## config.mk

```make
export PLATFORM = sky130hd
export DESIGN_NAME = tick_gen_multi
export DESIGN_NICKNAME = d
export VERILOG_FILES = /design/src/rtl/tick_gen_pkg.sv /design/src/rtl/tick_gen_chan.sv /design/src/rtl/tick_gen_multi.sv
export SDC_FILE = /design/constraint.sdc
export NUM_CORES = 1
export LEC_CHECK = 0
export ABC_AREA = 1
export BUFFER_PORTS_ARGS = -buffer_cell sky130_fd_sc_hd__buf_2
export CORE_ASPECT_RATIO = 0.5
export CORE_MARGIN = 2
export CORE_UTILIZATION = 35
export DETAILED_ROUTE_END_ITERATION = 7
export GPL_ROUTABILITY_DRIVEN = 0
export GPL_TIMING_DRIVEN = 0
export PLACE_DENSITY = 0.5
export SKIP_LAST_GASP = 1
export SYNTH_ARGS = -nofsm -noshare
export SYNTH_HDL_FRONTEND = slang
export SYNTH_HIERARCHICAL = 1
export SYNTH_SLANG_ARGS = --single-unit
```

## constraint.sdc

```tcl
create_clock -name mclk -period 1.71 [get_ports mclk]
set_clock_uncertainty 0.05 [all_clocks]
set_input_delay 0.171 -clock mclk [delete_from_list [all_inputs] [get_ports mclk]]
set_output_delay 0.171 -clock mclk [all_outputs]
set_load 0.01 [all_outputs]
```

## src/rtl/tick_gen_pkg.sv

```systemverilog
// Shared constants for the multi-channel tick/clock-enable generator.
package tick_gen_pkg;

  localparam logic        MODE_PULSE  = 1'b0;
  localparam logic        MODE_SQUARE = 1'b1;
  localparam int unsigned DEF_CW      = 32;

endpackage

```

## src/rtl/tick_gen_chan.sv

```systemverilog
// One tick channel: wrap counter, active/shadow divisor and mode, registered tick/sq outputs.
module tick_gen_chan
  import tick_gen_pkg::*;
#(
  parameter int unsigned   CW       = DEF_CW,
  parameter logic [CW-1:0] DEF_DIV  = CW'(99999),
  parameter logic          DEF_MODE = MODE_PULSE
) (
  input  logic          mclk,
  input  logic          clr_n,
  input  logic          en,
  input  logic          sync,
  input  logic          we,
  input  logic [CW-1:0] wdiv,
  input  logic          wmode,
  output logic          tick,
  output logic          sq,
  output logic          pend
);

  logic [CW-1:0] cnt_q, cnt_d;
  logic [CW-1:0] div_act_q, div_act_d;
  logic [CW-1:0] div_shd_q, div_shd_d;
  logic          mode_q, mode_d;
  logic          mode_shd_q, mode_shd_d;
  logic          pend_q, pend_d;
  logic          tick_q, tick_d;
  logic          sq_q, sq_d;

  logic          term;
  logic [CW-1:0] next_div;
  logic          next_mode;

  assign term = en && (cnt_q == div_act_q);

  // Value that becomes active at the next apply point: a same-edge write beats the shadow.
  always_comb begin
    next_div  = div_act_q;
    next_mode = mode_q;
    if (we) begin
      next_div  = wdiv;
      next_mode = wmode;
    end else if (pend_q) begin
      next_div  = div_shd_q;
      next_mode = mode_shd_q;
    end
  end

  always_comb begin
    cnt_d      = cnt_q;
    div_act_d  = div_act_q;
    div_shd_d  = div_shd_q;
    mode_d     = mode_q;
    mode_shd_d = mode_shd_q;
    pend_d     = pend_q;
    tick_d     = 1'b0;
    sq_d       = sq_q;

    if (!en || sync) begin
      cnt_d      = '0;
      sq_d       = 1'b0;
      div_act_d  = next_div;
      mode_d     = next_mode;
      div_shd_d  = next_div;
      mode_shd_d = next_mode;
      pend_d     = 1'b0;
    end else if (term) begin
      cnt_d      = '0;
      tick_d     = (mode_q == MODE_PULSE);
      // Toggle only if the channel stays in square mode; a mode switch restarts sq from 0.
      sq_d       = (mode_q == MODE_SQUARE) && (next_mode == MODE_SQUARE) && !sq_q;
      div_act_d  = next_div;
      mode_d     = next_mode;
      div_shd_d  = next_div;
      mode_shd_d = next_mode;
      pend_d     = 1'b0;
    end else begin
      cnt_d = cnt_q + CW'(1);
      if (we) begin
        div_shd_d  = wdiv;
        mode_shd_d = wmode;
        pend_d     = 1'b1;
      end
    end
  end

  always_ff @(posedge mclk or negedge clr_n) begin
    if (!clr_n) begin
      cnt_q      <= '0;
      div_act_q  <= DEF_DIV;
      div_shd_q  <= DEF_DIV;
      mode_q     <= DEF_MODE;
      mode_shd_q <= DEF_MODE;
      pend_q     <= 1'b0;
      tick_q     <= 1'b0;
      sq_q       <= 1'b0;
    end else begin
      cnt_q      <= cnt_d;
      div_act_q  <= div_act_d;
      div_shd_q  <= div_shd_d;
      mode_q     <= mode_d;
      mode_shd_q <= mode_shd_d;
      pend_q     <= pend_d;
      tick_q     <= tick_d;
      sq_q       <= sq_d;
    end
  end

  assign tick = tick_q;
  assign sq   = sq_q;
  assign pend = pend_q;

endmodule

```

## src/rtl/tick_gen_multi.sv

```systemverilog
// N-channel programmable tick/clock-enable generator; decodes config writes to channels.
module tick_gen_multi
  import tick_gen_pkg::*;
#(
  parameter int unsigned        NCH      = 4,
  parameter int unsigned        CW       = DEF_CW,
  parameter logic [NCH*CW-1:0]  DEF_DIV  = {NCH{CW'(99999)}},
  parameter logic [NCH-1:0]     DEF_MODE = '0,
  localparam int unsigned       CHW      = (NCH > 1) ? $clog2(NCH) : 1
) (
  input  logic           mclk,
  input  logic           clr_n,
  input  logic [NCH-1:0] en,
  input  logic           sync,
  input  logic           cfg_we,
  input  logic [CHW-1:0] cfg_ch,
  input  logic [CW-1:0]  cfg_div,
  input  logic           cfg_mode,
  output logic [NCH-1:0] cfg_pend,
  output logic [NCH-1:0] tick,
  output logic [NCH-1:0] sq
);

  logic [NCH-1:0] ch_we;

  for (genvar i = 0; i < NCH; i++) begin : g_ch
    // Out-of-range cfg_ch matches no channel and is dropped.
    assign ch_we[i] = cfg_we && (cfg_ch == CHW'(i));

    tick_gen_chan #(
      .CW       (CW),
      .DEF_DIV  (DEF_DIV[i*CW +: CW]),
      .DEF_MODE (DEF_MODE[i])
    ) u_chan (
      .mclk  (mclk),
      .clr_n (clr_n),
      .en    (en[i]),
      .sync  (sync),
      .we    (ch_we[i]),
      .wdiv  (cfg_div),
      .wmode (cfg_mode),
      .tick  (tick[i]),
      .sq    (sq[i]),
      .pend  (cfg_pend[i])
    );
  end

endmodule

```

== Yosys cells after proc, flatten, opt, wreduce, memory -nomap -nowiden ==
Index checks and enable logic that the tools add are counted.
Word-level totals
  output and inout bits: 12
  word-level logic and storage cells: 176
  bits in registers: 404
Operators by class
  reduce and logical (&&, ||, !) cells: 37
  bitwise operators: 4
  add/subtract/negate cells: 4
  equal/unequal tests: 7
  multiplexer cells: 92
Operator list (number)
  $mux W32: 36
  $add A32 B1 Y32 const B: 4
  $eq A32 B32 Y1: 4
  $mux W1: 56
  $logic_and A1 B1 Y1: 16
  $reduce_bool A3 Y1: 4
  $logic_not A1 Y1: 8
  $reduce_bool A2 Y1: 4
  $eq A2 B2 Y1 const B: 2
  $logic_or A1 B1 Y1: 4
  $not A1 Y1: 4
  $eq A2 B1 Y1 const B: 1
  $logic_not A2 Y1: 1

== Logic depth before layout (Yosys ltp) ==
Gate-level depths: netlist of the first run.
  depth after elaboration: 7
  gate-level depth with buffers: 13
  depth with buffers taken out: 13

== Hierarchy ==
The synthesis of the first run kept the hierarchy.
Modules (own cells, without submodules)
  tick_gen_chan: area an instance 5930.7 µm², cells an instance 838, times used 4
  tick_gen_multi: area an instance 30.0 µm², cells an instance 8, times used 1

== Worst setup path before layout of the first run ==
OpenSTA, ideal clock, no wires.
  kind: register to register
  start point: register g_ch[0].u_chan.div_act_q[15]
  end point: register g_ch[0].u_chan.div_shd_q[27]
  arrival: 1.535 ns
  stages on the path, launching flop included: 14
  library setup time: 0.125 ns
  buffers on the path: 2
  slack: 0.000 ns
  path through: dfstp_2 inv_1 nand2_1 nand2_1 inv_1 nand2_1 nor2_1 nand2_1 nor2_1 nand3_2 buf_2 buf_6 nand4_1 nand3_1
Between the ends
  cells in the longest elaborated chain, start to end: 4
  elaborated cells on any way between the ends: 5
  those cells by class: eq/ne: 1; mux: 2; reduce/logical: 2
Ends and longest elaborated chain
  start, declared: RTL line tick_gen_chan.sv:22  | logic [CW-1:0] div_act_q, div_act_d;
  start signal, assigned: RTL line tick_gen_chan.sv:99  | div_act_q <= div_act_d;
  $eq A32 B32 Y1 (*): RTL line tick_gen_chan.sv:34  | assign term = en && (cnt_q == div_act_q);
  $logic_and A1 B1 Y1 (*): RTL line tick_gen_chan.sv:34
  $mux W32: RTL line tick_gen_chan.sv:67  | end else if (term) begin
  $mux W32: RTL line tick_gen_chan.sv:59  | if (!en || sync) begin
  end signal, assigned: RTL line tick_gen_chan.sv:100  | div_shd_q <= div_shd_d;
  end, declared: RTL line tick_gen_chan.sv:23  | logic [CW-1:0] div_shd_q, div_shd_d;
Mark *: on every way between the ends. The rest lies on a longest branch, timed or not.
A chain may end at the register's enable or synchronous reset.

== Worst setup path after layout of the first run ==
  start point: register g_ch[3].u_chan.div_act_q[7]
  end point: register g_ch[3].u_chan.div_act_q[29]
Between the ends
  cells in the longest elaborated chain, start to end: 3
Ends and longest elaborated chain (RTL line)
  start, declared: tick_gen_chan.sv:22
  start signal, assigned: tick_gen_chan.sv:99
  $eq A32 B32 Y1: tick_gen_chan.sv:34
  $logic_and A1 B1 Y1: tick_gen_chan.sv:34
  $reduce_bool A2 Y1 (no source line)
Every way passes these cells.

==> impl_metrics.toml, run 1 <==
[critical_path]
crit_start = "g_ch[3].u_chan/div_act_q[7]$_DFFE_PN1P_"
r2r_start = "g_ch[3].u_chan/div_act_q[7]$_DFFE_PN1P_"
worstPathRequired_ps = 2150
critPathKind = "reg2reg"
arrival_ps = 2560
cp_max_fo = 8
critPathCaptureType = "flip-flop"
startpoint_type = "flip-flop"

[drt]
drt_iter0_drc = 2611
drc_errors = 0
drtPass1Iterations = 6
wl_per_cell_microns = 21.3
drt_wl_total_microns = 98700
postRouteAntennaNets = 0
avgViaCountPerCell = 5.51
vias = 25500

[timing]
finalCritPeriodShare_pct = 124
hold_viol = 121
tightestPinTransition_ps = 880
maxSlewViolCount = 0
min_period_ps = 2120
layout_setup_ws_ps = -412
setup_viol = 391
hold-worst-slack_ps = -547
max_freq_mhz = 471
max_slew_margin_pct = 41.3
rsz0062_at_grt = "yes"

[synthesis]
synth-main-ff-cell = "dfrtp_1"
yosysMostFrequentCell = "nand2_1"
syn_inst = 3360
synth_nets = 3407
syn_area_per_cell_sq_um = 7.07
synth_enable_flop_cells = 0
yosys.area.top_type_share_pct = 34.1
ys_async_sr_fraction_pct = 100
yosysUniqueCellTypes = 29
synth_common_cells = "nand2_1, nor2_1, o21ai_0, dfrtp_1, inv_1"
synth_area_sq_mm = 0.0238
postSynthRegisterBits = 404
yosysSeqAreaShare_pct = 43.0
ys_warn_count = 6
yosysTopAreaCell = "dfrtp_1"
ys_top_cells_by_area = "dfrtp_1, nand2_1, dfstp_2, o21ai_0, nor2_1"

[run]
maxCapViolations = 0

[floorplan]
start_util_pct = 35.4
row_count = 67
die_x_microns = 372
ios = 55
coreArea_sq_mm = 0.0671
die_area_sq_mm = 0.0701
die_height_microns = 188

[global_routing]
first_global_vias = 23100
grt_overflow_total = 0
grt_util_met2_pct = 36.1
grtUsageMet1_pct = 42.7
met3_usage_pct = 4.21
busiest_layer = "met1"
gr-usage-all-layers_pct = 26.7
grt_pass1_wl_microns = 143000
antenna_found_initial = 0
grt_start_max_net_pins = 91

[clock_tree]
numCtsBuffers = 44
cts_root_buffer = "clkbuf_16"
htreeDepth = 2
cts_buffer_depth = 3
cts.clk_slew.worst_paths_ps = 70
clk_latency_ps = 600
tritoncts = "yes"
cts.sink_count = 404

[finish]
final_core_util_pct = 49.2
final_nets = 3737
n_antenna_cell = 0
area_growth_pct = 39.0
layout-drive-gt1-share_pct = 30.5

[power_and_ir_drop]
p_leak_uw = 0.0147
ir_worst_vdd_uv = 688
power_density_mw_per_mm2 = 941

[place]
port_buffers = 54
dp_hpwl_microns = 68200

[hold_path]
min_path_type = "in2async"

[outcome]
violations = "negative hold slack, negative setup slack"
status = "finished with violations"
cell type report:
type	count	area, sq um
fillers	6544	34000
multi-input cells	2487	14800
flip-flops and latches	404	10300
repair buffers	287	3050
clock buffers	67	1330
inverters	338	1280
well taps	897	1120
plain buffers	128	995
clock inverters	15	135
per-layer routing:
metal	wire, microns	share of wire, %	vias to the layer above
met3	7890	8.0	177
met5	0	0	-
met1	47100	48	12400
met4	3400	3.4	0
met2	40300	41	1078
li1	-	-	11800
report_power, final:
part,switching [uW],leakage [uW],total [uW],internal [uW]
clock,4410,0.000729,10100,5670
combinational,5130,0.00898,8460,3330
sequential,1320,0.00498,12500,11200
final timing paths:
check,to,slack [ps],cells past startpoint
min in group mclk,g_ch[1].u_chan/div_shd_q[24]$_DFFE_PN0P_,40,5
max in group asynchronous,g_ch[3].u_chan/div_act_q[2]$_DFFE_PN1P_,480,4
worst min register to register,g_ch[0].u_chan/div_act_q[2]$_DFFE_PN1P_,450,2
worst min-delay path,g_ch[1].u_chan/cnt_q[29]$_DFF_PN0_,-550,1
worst max-delay path,g_ch[3].u_chan/div_act_q[29]$_DFFE_PN0P_,-410,12
worst max register to register,g_ch[3].u_chan/div_act_q[29]$_DFFE_PN0P_,-410,12
through the flow:
| step | cell area, sq um | setup WS [ps] | total power, uW | std cells | setup TNS [ps] |
|---|---|---|---|---|---|
| global placement | 25200 | -8310 | 18100 | 4311 | -3270580 |
| global route | 33000 | -489 | 32500 | 4623 | -157490 |
| detailed placement | 25300 | -575 | 18200 | 4315 | -221590 |
| floorplan | 23800 | 10.2 | 15900 | 3360 | 0 |
| finish | 33000 | -412 | 31100 | 4623 | -116720 |
| CTS | 28700 | -331 | 29100 | 4512 | -108780 |
placed cells by master (no fill, tap or decap), types with 19 or more instances in the layout:
cell type,Yosys,routed
nand2_2,0,63
inv_2,40,71
nor2_2,4,68
nand3_1,284,177
o21ai_0,360,295
nand2_8,0,40
clkbuf_16,0,64
nor2_1,456,356
inv_1,294,257
dfstp_2,80,80
dlygate4sd3_1,0,37
nand4_1,216,216
xnor2_2,0,24
buf_2,36,61
nor3_1,80,53
buf_12,0,34
nand2_4,4,67
buf_8,0,19
clkbuf_1,72,70
o21ai_1,56,53
dfrtp_2,0,73
nor3_2,4,20
buf_4,12,115
nor2_4,0,36
buf_6,4,39
nand3_2,4,97
nand2_1,846,685
o21ai_2,0,68
dfrtp_1,324,251
xor2_1,72,70
state kept, by name, summed over array words and instances (netlist names):
register                cells
g_ch.u_chan/cnt_q         128
g_ch.u_chan/div_act_q     128
g_ch.u_chan/div_shd_q     128
g_ch.u_chan/mode_q          4
g_ch.u_chan/mode_shd_q      4
g_ch.u_chan/pend            4
g_ch.u_chan/sq              4
g_ch.u_chan/tick            4
repair_timing:
action | CTS | global route
endpoints found under the hold margin | 211 | 75
hold buffers | 36 | 2
gates cloned | 15 | 20
setup endpoints to repair | 403 | 417
setup buffers | 64 | 111
gates resized for setup | 225 | 879
pin swaps | 28 | 188
cell families after synthesis:
kind of cell    share of synthesized area, %
flops                                   43.0
fa+ha+maj                              0.211
compound gates                          9.02
simple gates                            35.7
xor+xnor                                4.13
buf+inv                                 8.00
worst max-delay path, stage by stage (launching register included):
cell       delay, ps
dfstp_2          550
inv_1             60
nand2_1          100
nand2_1           70
nor2_2           100
nand3_1           90
nor2_2           170
nand3_4          180
buf_12           190
nand2_8          120
buf_4            140
clkbuf_16        140
o21ai_1           50
Power figures use the tool's default switching activity.
==> run 2: changes to the inputs <==
--- a/config.mk
+++ b/config.mk
@@ -14,6 +14,7 @@
 export GPL_ROUTABILITY_DRIVEN = 0
 export GPL_TIMING_DRIVEN = 0
 export PLACE_DENSITY = 0.5
+export SETUP_SLACK_MARGIN = 0.4
 export SKIP_LAST_GASP = 1
 export SYNTH_ARGS = -nofsm -noshare
 export SYNTH_HDL_FRONTEND = slang
==> impl_metrics.toml, run 2 (synthesis results as in run 1) <==
[outcome]
status = "finished with violations"
violations = "negative hold slack, negative setup slack"

[global_routing]
gr-usage-all-layers_pct = 26.3
grt_pass1_wl_microns = 141000
first_global_vias = 22800
antenna_found_initial = 0
grt_overflow_total = 0
grt_start_max_net_pins = 112

[finish]
reg_top3 = "g_ch.u_chan/cnt_q x128, g_ch.u_chan/div_act_q x128, g_ch.u_chan/div_shd_q x128"
fillers = 6702
multi_input_area_sq_mm = 0.0136
register_area_sq_mm = 0.0103
final_cells = 4591
most-common-layout-cells = "nand2_1, nor2_1, o21ai_0"
area_growth_pct = 32.1
layout-drive-gt1-share_pct = 26.7
final_common_cell = "nand2_1"
final_nets = 3707

[critical_path]
critPathKind = "reg2reg"
worstPathRequired_ps = 2130
cp_max_fo = 8
critPathCaptureType = "flip-flop"
r2r_start = "g_ch[0].u_chan/div_act_q[3]$_DFFE_PN1P_"
crit_start = "g_ch[0].u_chan/div_act_q[3]$_DFFE_PN1P_"
startpoint_type = "flip-flop"
cp_slowest_stage_delay_ps = 570
arrival_ps = 2500
rrSetupSlack_ps = -370
path_cells = "inv_2 -> nand2_2 -> nand2_1 -> nor2_1 -> nand3b_1 -> nor2_4 -> nand3_4 -> nand2_8 -> buf_6 -> clkbuf_16 -> o21ai_2"
crit_family = "simple AND/OR/NAND/NOR gates"
worst-path-buf-inv = 3
cp_slowest_cell = "dfstp_2"

[power_and_ir_drop]
p_leak_uw = 0.0139
ir_worst_vdd_uv = 569
power_density_mw_per_mm2 = 963

[clock_tree]
cts_buffer_depth = 3
tritoncts = "yes"
cts.sink_count = 404
ctsHoldBuffers = 34
htreeDepth = 2
numCtsBuffers = 43
cts_root_buffer = "clkbuf_16"
clk_latency_ps = 590
cts.clk_slew.worst_paths_ps = 70

[place]
placed_cells = 4315
port_buffers = 54
dp_hpwl_microns = 67900

[floorplan]
die_x_microns = 372
start_util_pct = 35.4
die_area_sq_mm = 0.0701
coreArea_sq_mm = 0.0671
row_count = 67
die_height_microns = 188
ios = 55

[drt]
drc_errors = 0
drt_iter0_drc = 2556
drtPass1Iterations = 6
postRouteAntennaNets = 0
avgViaCountPerCell = 5.44
vias = 25000
drt_wl_total_microns = 95500
wl_per_cell_microns = 20.8

[timing]
finalCritPeriodShare_pct = 122
max_slew_margin_pct = 4.19
setup_viol = 403
hold_viol = 119
layout_setup_ws_ps = -370
tightestPinTransition_ps = 1430
rsz0062_at_grt = "yes"
max_freq_mhz = 481
maxSlewViolCount = 0
hold-worst-slack_ps = -588
min_period_ps = 2080

[run]
maxCapViolations = 0

[hold_path]
min_path_type = "in2async"
## run 2: final timing paths
path | end | depth (start not counted)
max | g_ch[0].u_chan/div_act_q[23]$_DFFE_PN0P_ | 11
min | g_ch[1].u_chan/cnt_q[18]$_DFF_PN0_ | 1
max reg2reg | g_ch[0].u_chan/div_act_q[23]$_DFFE_PN0P_ | 11
min reg2reg | g_ch[2].u_chan/div_act_q[3]$_DFFE_PN1P_ | 2
max in group asynchronous | g_ch[3].u_chan/cnt_q[6]$_DFF_PN0_ | 4
min in group mclk | g_ch[2].u_chan/sq$_DFFE_PN0P_ | 4
## run 2: power by group
part           switching [uW]  internal, uW
Combinational            4750          3020
Sequential               1300         11200
Clock                    4330          5610
Total                   10400         19800
## run 2: what timing repair did
item | CTS | global route
cloned | 6 | 25
hold endpoints to repair | 250 | 119
pin swaps | 14 | 93
endpoints found under the setup margin | 527 | 527
gates resized for setup | 87 | 455
setup buffers | 41 | 91
## run 2: per-layer routing
layer / global-route usage (%) / up-vias / routed length, microns
li1: - / 11800 / -
met1: 41.9 / 12100 / 46500
met2: 35.3 / 952 / 38400
met3: 5.16 / 129 / 8030
met4: 7.15 / 0 / 2590
met5: 0 / - / 0
## run 2: area by class of cell
| cell class | instances | share of cell area, % |
|---|---|---|
| clock buffers | 60 | 4.02 |
| well taps | 897 | 3.58 |
| flip-flops and latches | 404 | 32.8 |
| inverters | 338 | 4.08 |
| plain buffers | 136 | 3.48 |
| diodes | 1 | 0.00797 |
| multi-input cells | 2486 | 43.5 |
| repair buffers | 251 | 8.02 |
| clock inverters | 18 | 0.570 |
## run 2: per-stage QoR
| step | cell area, sq um | utilization, % | setup WS [ps] | power, uW | setup TNS, ps |
|---|---|---|---|---|---|
| floorplan | 24400 | - | 53.5 | 16200 | 0 |
| global placement | 25800 | 38.5 | -8340 | 18400 | -3272310 |
| detailed placement | 26000 | 38.7 | -609 | 18500 | -201260 |
| CTS | 28500 | 42.5 | -309 | 28900 | -100260 |
| global route | 31400 | 46.8 | -437 | 31700 | -148150 |
| finish | 31400 | 46.8 | -370 | 30200 | -112590 |
